[src/rtl/ext_int_controller.sv]
// -----------------------------------------------------------------------------
// ext_int_controller
//
// Collects one-cycle interrupt_request pulses from the per-pin external
// interrupt handlers. Each source gets a pending flag and a sticky overrun
// flag. The controller applies the mask and the global enable, picks the
// highest-priority eligible source (lowest index wins) and presents it to the
// CPU core over an irq / ack / eoi handshake. Interrupts do not nest: a new
// source is dispatched only after the current ISR signals end of interrupt.
//
// Ports
//   clk            system clock
//   rst_n          asynchronous active-low reset
//   int_req        one-cycle request pulses, one bit per source
//   global_enable  master interrupt enable (CPU status bit)
//   int_mask       1 = source may be dispatched (pending latches regardless)
//   clear_pending  software clear of pending and overrun, one pulse per bit
//   cpu_ack        CPU accepts the presented interrupt
//   cpu_eoi        CPU finished the ISR
//   irq            interrupt request to the CPU (registered)
//   irq_vector     index of the presented / in-service source (registered)
//   pending        pending flags (registered)
//   overrun        sticky lost-request flags (registered)
//   in_service     high while an ISR is active (registered)
// -----------------------------------------------------------------------------
module ext_int_controller #(
   parameter int NUM_SOURCES  = 4,
   parameter int VECTOR_WIDTH = $clog2(NUM_SOURCES)
) (
   input  logic                    clk,
   input  logic                    rst_n,
   input  logic [NUM_SOURCES-1:0]  int_req,
   input  logic                    global_enable,
   input  logic [NUM_SOURCES-1:0]  int_mask,
   input  logic [NUM_SOURCES-1:0]  clear_pending,
   input  logic                    cpu_ack,
   input  logic                    cpu_eoi,
   output logic                    irq,
   output logic [VECTOR_WIDTH-1:0] irq_vector,
   output logic [NUM_SOURCES-1:0]  pending,
   output logic [NUM_SOURCES-1:0]  overrun,
   output logic                    in_service
);

   typedef enum logic [1:0] {
      IDLE    = 2'd0,
      REQUEST = 2'd1,
      SERVICE = 2'd2
   } state_t;

   state_t                  state_q, state_d;
   logic                    irq_q, irq_d;
   logic [VECTOR_WIDTH-1:0] irq_vector_q, irq_vector_d;
   logic [NUM_SOURCES-1:0]  pending_q, pending_d;
   logic [NUM_SOURCES-1:0]  overrun_q, overrun_d;
   logic                    in_service_q, in_service_d;

   logic [NUM_SOURCES-1:0]  vec_onehot;
   logic [NUM_SOURCES-1:0]  clr_vec;
   logic [NUM_SOURCES-1:0]  eligible;
   logic [VECTOR_WIDTH-1:0] prio_idx;
   logic                    ack_fire;
   logic                    withdraw;

   // ---------------------------------------------------------------------------
   // Pending / overrun bookkeeping
   // ---------------------------------------------------------------------------
   always_comb begin
      vec_onehot = NUM_SOURCES'(1) << irq_vector_q;
      ack_fire   = (state_q == REQUEST) && cpu_ack;

      // An accepted interrupt clears its own pending bit just like a software
      // clear does; both lose against a fresh request in the same cycle.
      clr_vec    = clear_pending | (ack_fire ? vec_onehot : '0);
      pending_d  = int_req | (pending_q & ~clr_vec);

      // A request is lost only when it lands on a pending bit that is not
      // being cleared this cycle. Only software may clear the sticky flag.
      overrun_d  = (overrun_q & ~clear_pending) | (int_req & pending_q & ~clr_vec);
   end

   // Fixed priority: scanning downward leaves the lowest eligible index.
   always_comb begin
      eligible = pending_q & int_mask;
      prio_idx = '0;
      for (int i = NUM_SOURCES - 1; i >= 0; i--) begin
         if (eligible[i]) begin
            prio_idx = VECTOR_WIDTH'(i);
         end
      end
   end

   // ---------------------------------------------------------------------------
   // FSM: next-state logic
   // ---------------------------------------------------------------------------
   always_comb begin
      // The presented request is withdrawn when interrupts are globally
      // disabled, its source is masked, or its pending bit is going away this
      // cycle (software clear without a simultaneous re-request).
      withdraw = ~global_enable
               | ~(|(vec_onehot & int_mask))
               | ~(|(vec_onehot & pending_d));

      state_d = state_q;
      unique case (state_q)
         IDLE: begin
            if (global_enable && (|eligible)) begin
               state_d = REQUEST;
            end
         end
         REQUEST: begin
            // Acceptance beats withdrawal when both happen together.
            if (cpu_ack) begin
               state_d = SERVICE;
            end else if (withdraw) begin
               state_d = IDLE;
            end
         end
         SERVICE: begin
            // global_enable is deliberately ignored here: service runs to eoi.
            if (cpu_eoi) begin
               state_d = IDLE;
            end
         end
         default: state_d = IDLE;
      endcase
   end

   // ---------------------------------------------------------------------------
   // FSM: output logic (all outputs are registered from these values)
   // ---------------------------------------------------------------------------
   always_comb begin
      irq_d        = (state_d == REQUEST);
      in_service_d = (state_d == SERVICE);

      // The vector is captured only on dispatch, so a higher-priority arrival
      // during REQUEST cannot change what the CPU is about to acknowledge,
      // and it keeps naming the serviced source through SERVICE.
      irq_vector_d = irq_vector_q;
      if ((state_q == IDLE) && (state_d == REQUEST)) begin
         irq_vector_d = prio_idx;
      end
   end

   // ---------------------------------------------------------------------------
   // State and output registers
   // ---------------------------------------------------------------------------
   always_ff @(posedge clk or negedge rst_n) begin
      if (!rst_n) begin
         state_q      <= IDLE;
         irq_q        <= 1'b0;
         irq_vector_q <= '0;
         pending_q    <= '0;
         overrun_q    <= '0;
         in_service_q <= 1'b0;
      end else begin
         state_q      <= state_d;
         irq_q        <= irq_d;
         irq_vector_q <= irq_vector_d;
         pending_q    <= pending_d;
         overrun_q    <= overrun_d;
         in_service_q <= in_service_d;
      end
   end

   assign irq        = irq_q;
   assign irq_vector = irq_vector_q;
   assign pending    = pending_q;
   assign overrun    = overrun_q;
   assign in_service = in_service_q;

endmodule

[config.mk]
export PLATFORM = sky130hd
export DESIGN_NAME = ext_int_controller
export DESIGN_NICKNAME = d
export VERILOG_FILES = /design/src/rtl/ext_int_controller.sv
export SDC_FILE = /design/constraint.sdc
export NUM_CORES = 1
export LEC_CHECK = 0
export BUFFER_PORTS_ARGS = -buffer_cell sky130_fd_sc_hd__buf_2
export CAP_MARGIN = 15
export CORE_AREA = 2 2 56 45
export DETAILED_ROUTE_END_ITERATION = 6
export DIE_AREA = 0 0 58 47
export GPL_TIMING_DRIVEN = 0
export PLACE_DENSITY = 0.63
export SYNTH_ARGS = -nofsm -noshare
export SYNTH_HDL_FRONTEND = slang
export SYNTH_SLANG_ARGS = --single-unit
[constraint.sdc]
create_clock -name clk -period 2.2 [get_ports clk]
set_input_delay 0.33 -clock clk [delete_from_list [all_inputs] [get_ports clk]]
set_output_delay 0.33 -clock clk [all_outputs]
set_load 0.02 [all_outputs]
* After elaboration in Yosys (flattened, before gate mapping) *
Cells that the tools add are included.

storage, ports and cells
  input port bits = 17
  output and inout port bits = 12
  word-level logic and storage cells = 45
  flip-flop bits (word level) = 14

operators by class
  equality and inequality tests = 4
  reduce and logical (&&, ||, !) cells = 7
  bitwise logic cells = 17
  multiplexer cells = 10
  shift operators = 1

operators by type and width
  operator                                         number
  AND 4 bit                                        7
  two-way mux 2 bit                                8
  bitwise OR 4 bit                                 3
  OR reduction 4 bit                               3
  inverter 4 bit                                   2
  case mux 2 bit (3 select lines)                  1
  == test 2 x 1 -> 1 bit, second input constant    2
  == test 2 bit, second input constant             2
  two-way mux 4 bit                                1
  left shift 1 x 2 -> 4 bit, first input constant  1
  logical AND 1 bit                                3
  inverter 1 bit                                   3
  logical NOT 2 bit                                1
  bitwise OR 1 bit                                 2

* Longest topological paths before layout *
Gate-level depths: netlist (run 1).

  depth after elaboration = 16
  gate-level depth with buffers = 5
  mapped depth without buffers = 4

* Least setup slack after synthesis (run 1) *
OpenSTA, ideal clock, no wires.

  kind = reg-to-reg
  start point = register irq_vector_q[0] (netlist: irq_vector[0])
  end point = register irq_q (netlist: irq)
  data required time = 2.072 ns
  setup slack = 0.646 ns
  setup time = 0.128 ns
  path buffers = 1
  clock period less this slack = 1.554 ns
  stages on the path, launching flop included = 5
  data arrival time = 1.425 ns
  cell sequence = dfrtp_1 -> buf_6 -> mux4_2 -> a311oi_1 -> o21bai_1

on the way
  cells in the longest elaborated chain, start to end = 14
  elaborated cells on any way between the ends = 18
  classes of those cells = 1 x eq/ne; 1 x shift; 4 x mux; 10 x bitwise; 2 x reduce/logical

RTL lines
  item                               line  RTL
  start, declared                    53    logic [VECTOR_WIDTH-1:0] irq_vector_q, irq_vector_d;
  start signal, assigned             159   irq_vector_q <= irq_vector_d;
  left shift 1 x 2 -> 4 bit *        69    vec_onehot = NUM_SOURCES'(1) << irq_vector_q;
  two-way mux 4 bit                  74    clr_vec = clear_pending | (ack_fire ? vec_onehot : '0);
  bitwise OR 4 bit                   74
  inverter 4 bit                     75    pending_d = int_req | (pending_q & ~clr_vec);
  AND 4 bit                          75
  bitwise OR 4 bit                   75
  AND 4 bit                          102   | ~(|(vec_onehot & pending_d));
  OR reduction 4 bit                 102
  inverter 1 bit                     102
  bitwise OR 1 bit *                 102
  two-way mux 2 bit *                115   end else if (withdraw) begin
  two-way mux 2 bit *                113   if (cpu_ack) begin
  case mux 2 bit (3 select lines) *  105   unique case (state_q)
  == test 2 x 1 -> 1 bit *           133   irq_d = (state_d == REQUEST);
  net irq_d                          52    logic irq_q, irq_d;
  end signal, assigned               158   irq_q <= irq_d;
  end, declared                      52

The timed path passes the listed nets; every way through them passes the cells marked *.
A chain may end at the register's enable or synchronous reset.

* Final worst setup path (run 1) *
Same ends and word-level chain as after synthesis.

==> results.txt, run 1 <==
Compound-Gate Fraction of Synth Area = 0.228
XOR/XNOR Fraction of Synth Area = 0
Clk sinks = 14
YS warnings = 0
Slew headroom = 0.731
Critical path class = register to register
# fillers = 228
Resize count post-CTS = 0
# diodes = 0
Layout cells sized above 1 = 0.394
HP Start = clear_pending[3]
Total of max-cap violations = 0
Yosys cell types = 28
Clock buffer depth = 2
CTS Root Cell = clkbuf_4
Highest-count cells in the layout ignoring fill and taps = 28 x buf_2, 14 x dfrtp_1, 6 x nand2_1
Layout area overhead = 29.5%
Main combinational cell family by area after synthesis = compound AO/OA/AOI/OAI gates
Vias = 642
Syn_nets = 83
Simple-Gate Fraction of Synth Area = 0.146
Final HPWL DP = 1330 um
Fin crit share = 0.722
Number of detailed-route iterations in the first pass = 6
Per-cell routed wire length = 13.5 um
Comb power frac = 0.383
Largest net degree at the start of global routing = 15
Worst-path fanout max = 10
Setup crit start = irq_vector[0]$_DFFE_PN0P_
Mux cell area share after synthesis = 0.0951
RSZ-0062 raised after global routing = no
Row count = 15
Clock-pin slew on the worst setup and hold paths = 0.08 ns
Layout net count = 117
Clock skew = 0.00587 ns
Power per cell area = 884 nW/um2
Grt ovf = 0
Most common cell after layout, fill and taps aside = buf_2
Adder-Cell Fraction of Synth Area = 0
Total CTS buffers = 3
Worst path required time = 2.35 ns
Post-synth EDFFs = 0
Clk pwr share = 0.216
Setup crit end kind = register
Switching Share = 0.347
Vias in the first global route = 593
Initial antenna violation count = 0
Post-Syn Instances = 66
Leakage = 0.000458 uW
Cell area after synthesis = 737 um2
Worst-skew pair later-pin latency = 0.28 ns
CTS H-tree depth = 1
NetSw = 293 uW
Via/cell ratio = 5.18
Peak VDD IR = 516 uV
Post-CTS Setup Repair Bufs = 0
Hold WC Path Type = input pin to register
First DRT Iteration DRCs = 18
Cell Count, Final, Fillers Out = 124
I/O pin cnt = 29
Mean Syn Cell Area = 11.2 um2
Max Clk Rate = 629 MHz
Arr. time, crit path = 1.74 ns
Ys flop type = dfrtp_1
Final core utilization = 0.439
Fin. Hold Viols = 0
Final Setup Violations = 0
Status = finished, final reports clean
CTS tree = done
DR DRC count = 0
Final ANT Viol Nets = 0
P_int = 551 uW
Setup TNS = 0 ns
First-pass GRT wire length = 2770 um
Die height = 47 um
PortBufs = 28
R2R Path Start = irq_vector[0]$_DFFE_PN0P_
Die X = 58 um
Worst-Margin Slew = 0.401 ns
Inst Count DP = 119
Ys async rst share = 1.00
Total core area = 2180 um2
Die area = 2730 um2
Sequential power share = 0.400
Drt total wl = 1670 um
Initial Util = 0.339
Slew Limit Fails = 0
GPL Wtd Cong = 0.903
Total track usage = 0.139
Crit start category = register
Synth Register Bits = 14
Seq/Total Area, Yosys = 0.475
Final Critical Period = 1.59 ns
[final cells by class]
| cell class | count | area [um2] | share of cell area |
|---|---|---|---|
| Sequential cell | 14 | 350 | 0.367 |
| Buffer | 2 | 22.5 | 0.0236 |
| Tap cell | 25 | 31.3 | 0.0328 |
| Timing Repair Buffer | 29 | 150 | 0.157 |
| Clock buffer | 4 | 36.3 | 0.0380 |
| Multi-Input combinational cell | 45 | 345 | 0.362 |
| Inverter | 5 | 18.8 | 0.0197 |
[path summary, 6_finish.rpt]
check | cells past startpoint | endpoint | slack, ns
worst max-delay path | 4 | irq$_DFF_PN0_ | 0.61
worst min-delay path | 2 | overrun[3]$_DFF_PN0_ | 0.20
worst max register to register | 4 | irq$_DFF_PN0_ | 0.61
worst min register to register | 2 | overrun[3]$_DFF_PN0_ | 0.51
max in group asynchronous | 2 | overrun[0]$_DFF_PN0_ | 1.50
min in group asynchronous | 2 | pending[2]$_DFF_PN0_ | 0.46
[critical path, stage by stage, from the launching register on]
cell and delay [ns]:
dfrtp_1 0.37, buf_6 0.15, mux4_2 0.49, a311oi_1 0.36, o21bai_1 0.11
[kinds of logic (layout without fill, tap and decap cells)]
group,Yosys count,after routing
buf+inv,7,40
flops,14,14
compound gates,22,22
simple gates,19,19
mux,4,4
[cells in the mapped netlist, types with 2 or more instances]
master / n / area, um2
o22ai_1: 2 / 12.5
nand3b_1: 2 / 15.0
dfrtp_1: 14 / 350
a211oi_2: 2 / 25.0
a21oi_1: 2 / 10.0
o21bai_1: 5 / 37.5
nand2_1: 6 / 22.5
inv_1: 5 / 18.8
a22oi_1: 2 / 15.0
nand2b_1: 4 / 25.0
buf_6: 2 / 22.5
nor2_1: 3 / 11.3
o21ai_0: 2 / 10.0
[registers in the layout, summed over array words and instances (netlist names)]
name,count
in_service,1
irq,1
irq_vector,2
overrun,4
pending,4
state_q,2
[power groups by stage]
| stage | combinational (uW) | sequential, uW | clock [uW] |
|---|---|---|---|
| finish | 324 | 338 | 183 |
| floorplan | 184 | 383 | 0 |
| global placement | 320 | 339 | 0 |
| global route | 359 | 346 | 200 |
| CTS | 325 | 338 | 192 |
| detailed placement | 322 | 342 | 0 |
[timing repair]
| item | CTS | global route |
|---|---|---|
| setup endpoints to repair | 0 | 0 |
| hold buffers | 1 | 0 |
| endpoints found under the hold margin | 14 | 0 |
[metal layers]
metal,track usage,share of wire
met1,0.194,0.48
met2,0.205,0.45
met3,0.0496,0.069
met4,0.0419,0
met5,0,0
[per-stage QoR]
step / setup slack, ns / hold WS (ns) / power [uW] / instance area (um2)
5_1_grt: 0.515 / 0.196 / 905 / 955
6_report: 0.611 / 0.202 / 844 / 955
4_1_cts: 0.615 / 0.188 / 854 / 955
3_3_place_gp: 0.642 / 0.244 / 659 / 908
3_5_place_dp: 0.621 / 0.245 / 664 / 908
2_1_floorplan: 0.646 / 0.0344 / 567 / 737
(Power assumes the default switching activity.)
==> inputs of run 2 (changes only) <==
==> constraint.sdc (replaced) <==
create_clock -name clk -period 1.5 [get_ports clk]
set_input_delay 0.225 -clock clk [delete_from_list [all_inputs] [get_ports clk]]
set_output_delay 0.225 -clock clk [all_outputs]
set_load 0.02 [all_outputs]
==> run 2 against run 1 <==
Power up 57%; count of clock-buffer cells in the layout unchanged; largest cell class unchanged; utilization up 1.7 points; combinational power up 72%; critical path type unchanged; highest routed layer is now met4; global-route usage up 0.39 points.
==> results.txt, run 2 (synthesis gave the netlist of run 1 again) <==
Most common cell after layout, fill and taps aside = buf_2
Area occupied by multi-input gates = 352 um2
Worst path required time = 1.66 ns
Layout area overhead = 34.6%
DR DRC count = 0
Vias in the first global route = 577
Final ANT Viol Nets = 0
Setup TNS = 0 ns
Grt ovf = 0
CP delay by family, top = multiplexers
First DRT Iteration DRCs = 12
Total track usage = 0.143
Worst-skew pair later-pin latency = 0.28 ns
Die height = 47 um
Hold WC Path Type = input pin to register
CTS tree = done
Initial Util = 0.339
Placed cell areas = 910 um2
Critical path class = register to register
Worst-path fanout max = 4
Layout net count = 121
PortBufs = 28
Slew Limit Fails = 0
Crit start category = register
I/O pin cnt = 29
Per-cell routed wire length = 13.6 um
Layout cells sized above 1 = 0.437
Fin area = 992 um2
Drt total wl = 1740 um
Clk sinks = 14
Slew headroom = 0.780
Slowest-stage cell, CP = mux4_2
CP bufs+invs = 1
Leakage = 0.000478 uW
Number of detailed-route iterations in the first pass = 3
Clock-pin slew on the worst setup and hold paths = 0.08 ns
Setup crit start = irq_vector[0]$_DFFE_PN0P_
Arr. time, crit path = 1.65 ns
Row count = 15
GR Layer Usage met2 = 0.205
Vias = 668
GR Util met1 = 0.193
GPL Wtd Cong = 0.858
# fillers = 218
Clock buffer depth = 2
Power per cell area = 1340 nW/um2
Fin. Hold Viols = 0
Final Setup Violations = 0
Worst-Margin Slew = 0.329 ns
Clock skew = 0.00135 ns
CTS H-tree depth = 1
Largest stage delay, worst path = 0.49 ns
Met3 usage = 0.0606
Fin crit share = 0.991
GR peak layer = met2
Highest-count cells in the layout ignoring fill and taps = 28 x buf_2, 13 x dfrtp_1, 6 x nand2_1
Setup crit end kind = register
Total of max-cap violations = 0
HP Start = clear_pending[3]
Total CTS buffers = 3
Die X = 58 um
CTS Root Cell = clkbuf_4
Final HPWL DP = 1330 um
Crit path cell chain = buf_6, mux4_2, a311oi_2, o21bai_1
# diodes = 0
Via/cell ratio = 5.22
Die area = 2730 um2
Storage cell area = 352 um2
Max Clk Rate = 673 MHz
Peak VDD IR = 781 uV
Initial antenna violation count = 0
Status = finished, final reports clean
RSZ-0062 raised after global routing = yes
Total core area = 2180 um2
R2R Path Start = irq_vector[0]$_DFFE_PN0P_
Largest net degree at the start of global routing = 15
First-pass GRT wire length = 2740 um
Final Critical Period = 1.49 ns
run 2: cell count changes in the layout (fill, tap and decap cells not counted):
cell / change
buf_4: +4
a311oi_1: -1
a311oi_2: +1
dfrtp_1: -1
dfrtp_2: +1
run 2: timing repair:
item	in CTS	in global routing
hold buffers	1	0
buffers inserted	1	3
hold endpoints to repair	14	0
gates resized for setup	1	0
pin swaps	1	4
setup endpoints to repair	2	3
run 2: layer usage:
metal  wire, um  vias up
li1           -      323
met1        819      323
met2        782       18
met3        110        4
met4         21        0
met5          0        -
run 2: power breakdown:
part	leakage [uW]	internal, uW	switching [uW]	total, uW
logic	0.000286	274	282	556
clock network	0.0000210	148	126	274
registers	0.000171	444	51.3	495
total	0.000478	866	459	1320
run 2: path summary, 6_finish.rpt:
check	to	slack, ns	cells after the start
max	irq$_DFF_PN0_	0.01	4
min	overrun[3]$_DFF_PN0_	0.09	2
max reg2reg	irq$_DFF_PN0_	0.01	4
min reg2reg	overrun[3]$_DFF_PN0_	0.51	2
max in group asynchronous	irq_vector[0]$_DFFE_PN0P_	0.88	2
min in group asynchronous	in_service$_DFF_PN0_	0.36	2
run 2: per-stage QoR:
stage                     hold WS, ns  setup slack [ns]  total power (uW)  cells  utilization
after global routing           0.0720           -0.0302              1410    128        0.456
after global placement          0.140           -0.0569               970    119        0.418
after detailed placement        0.141           -0.0887               979    119        0.418
after floorplan               -0.0706           0.00182               834     66            -
after CTS                      0.0827           -0.0201              1290    125        0.445
final                          0.0911            0.0130              1320    128        0.456
run 2: worst reg2reg max path: cells and delay by family, from the launching register on:
| kind | cells | cell delay (ns) |
|---|---|---|
| flip-flops | 1 | 0.37 |
| multiplexers | 1 | 0.50 |
| AO/OA/AOI/OAI | 2 | 0.39 |
| buffers and inverters | 1 | 0.11 |
run 2: cell type report:
type / count / area share
Clock buffer: 4 / 0.0366
Sequential cell: 14 / 0.354
Timing Repair Buffer: 33 / 0.182
Multi-Input combinational cell: 45 / 0.354
Inverter: 5 / 0.0189
Tap cell: 25 / 0.0315
Buffer: 2 / 0.0227
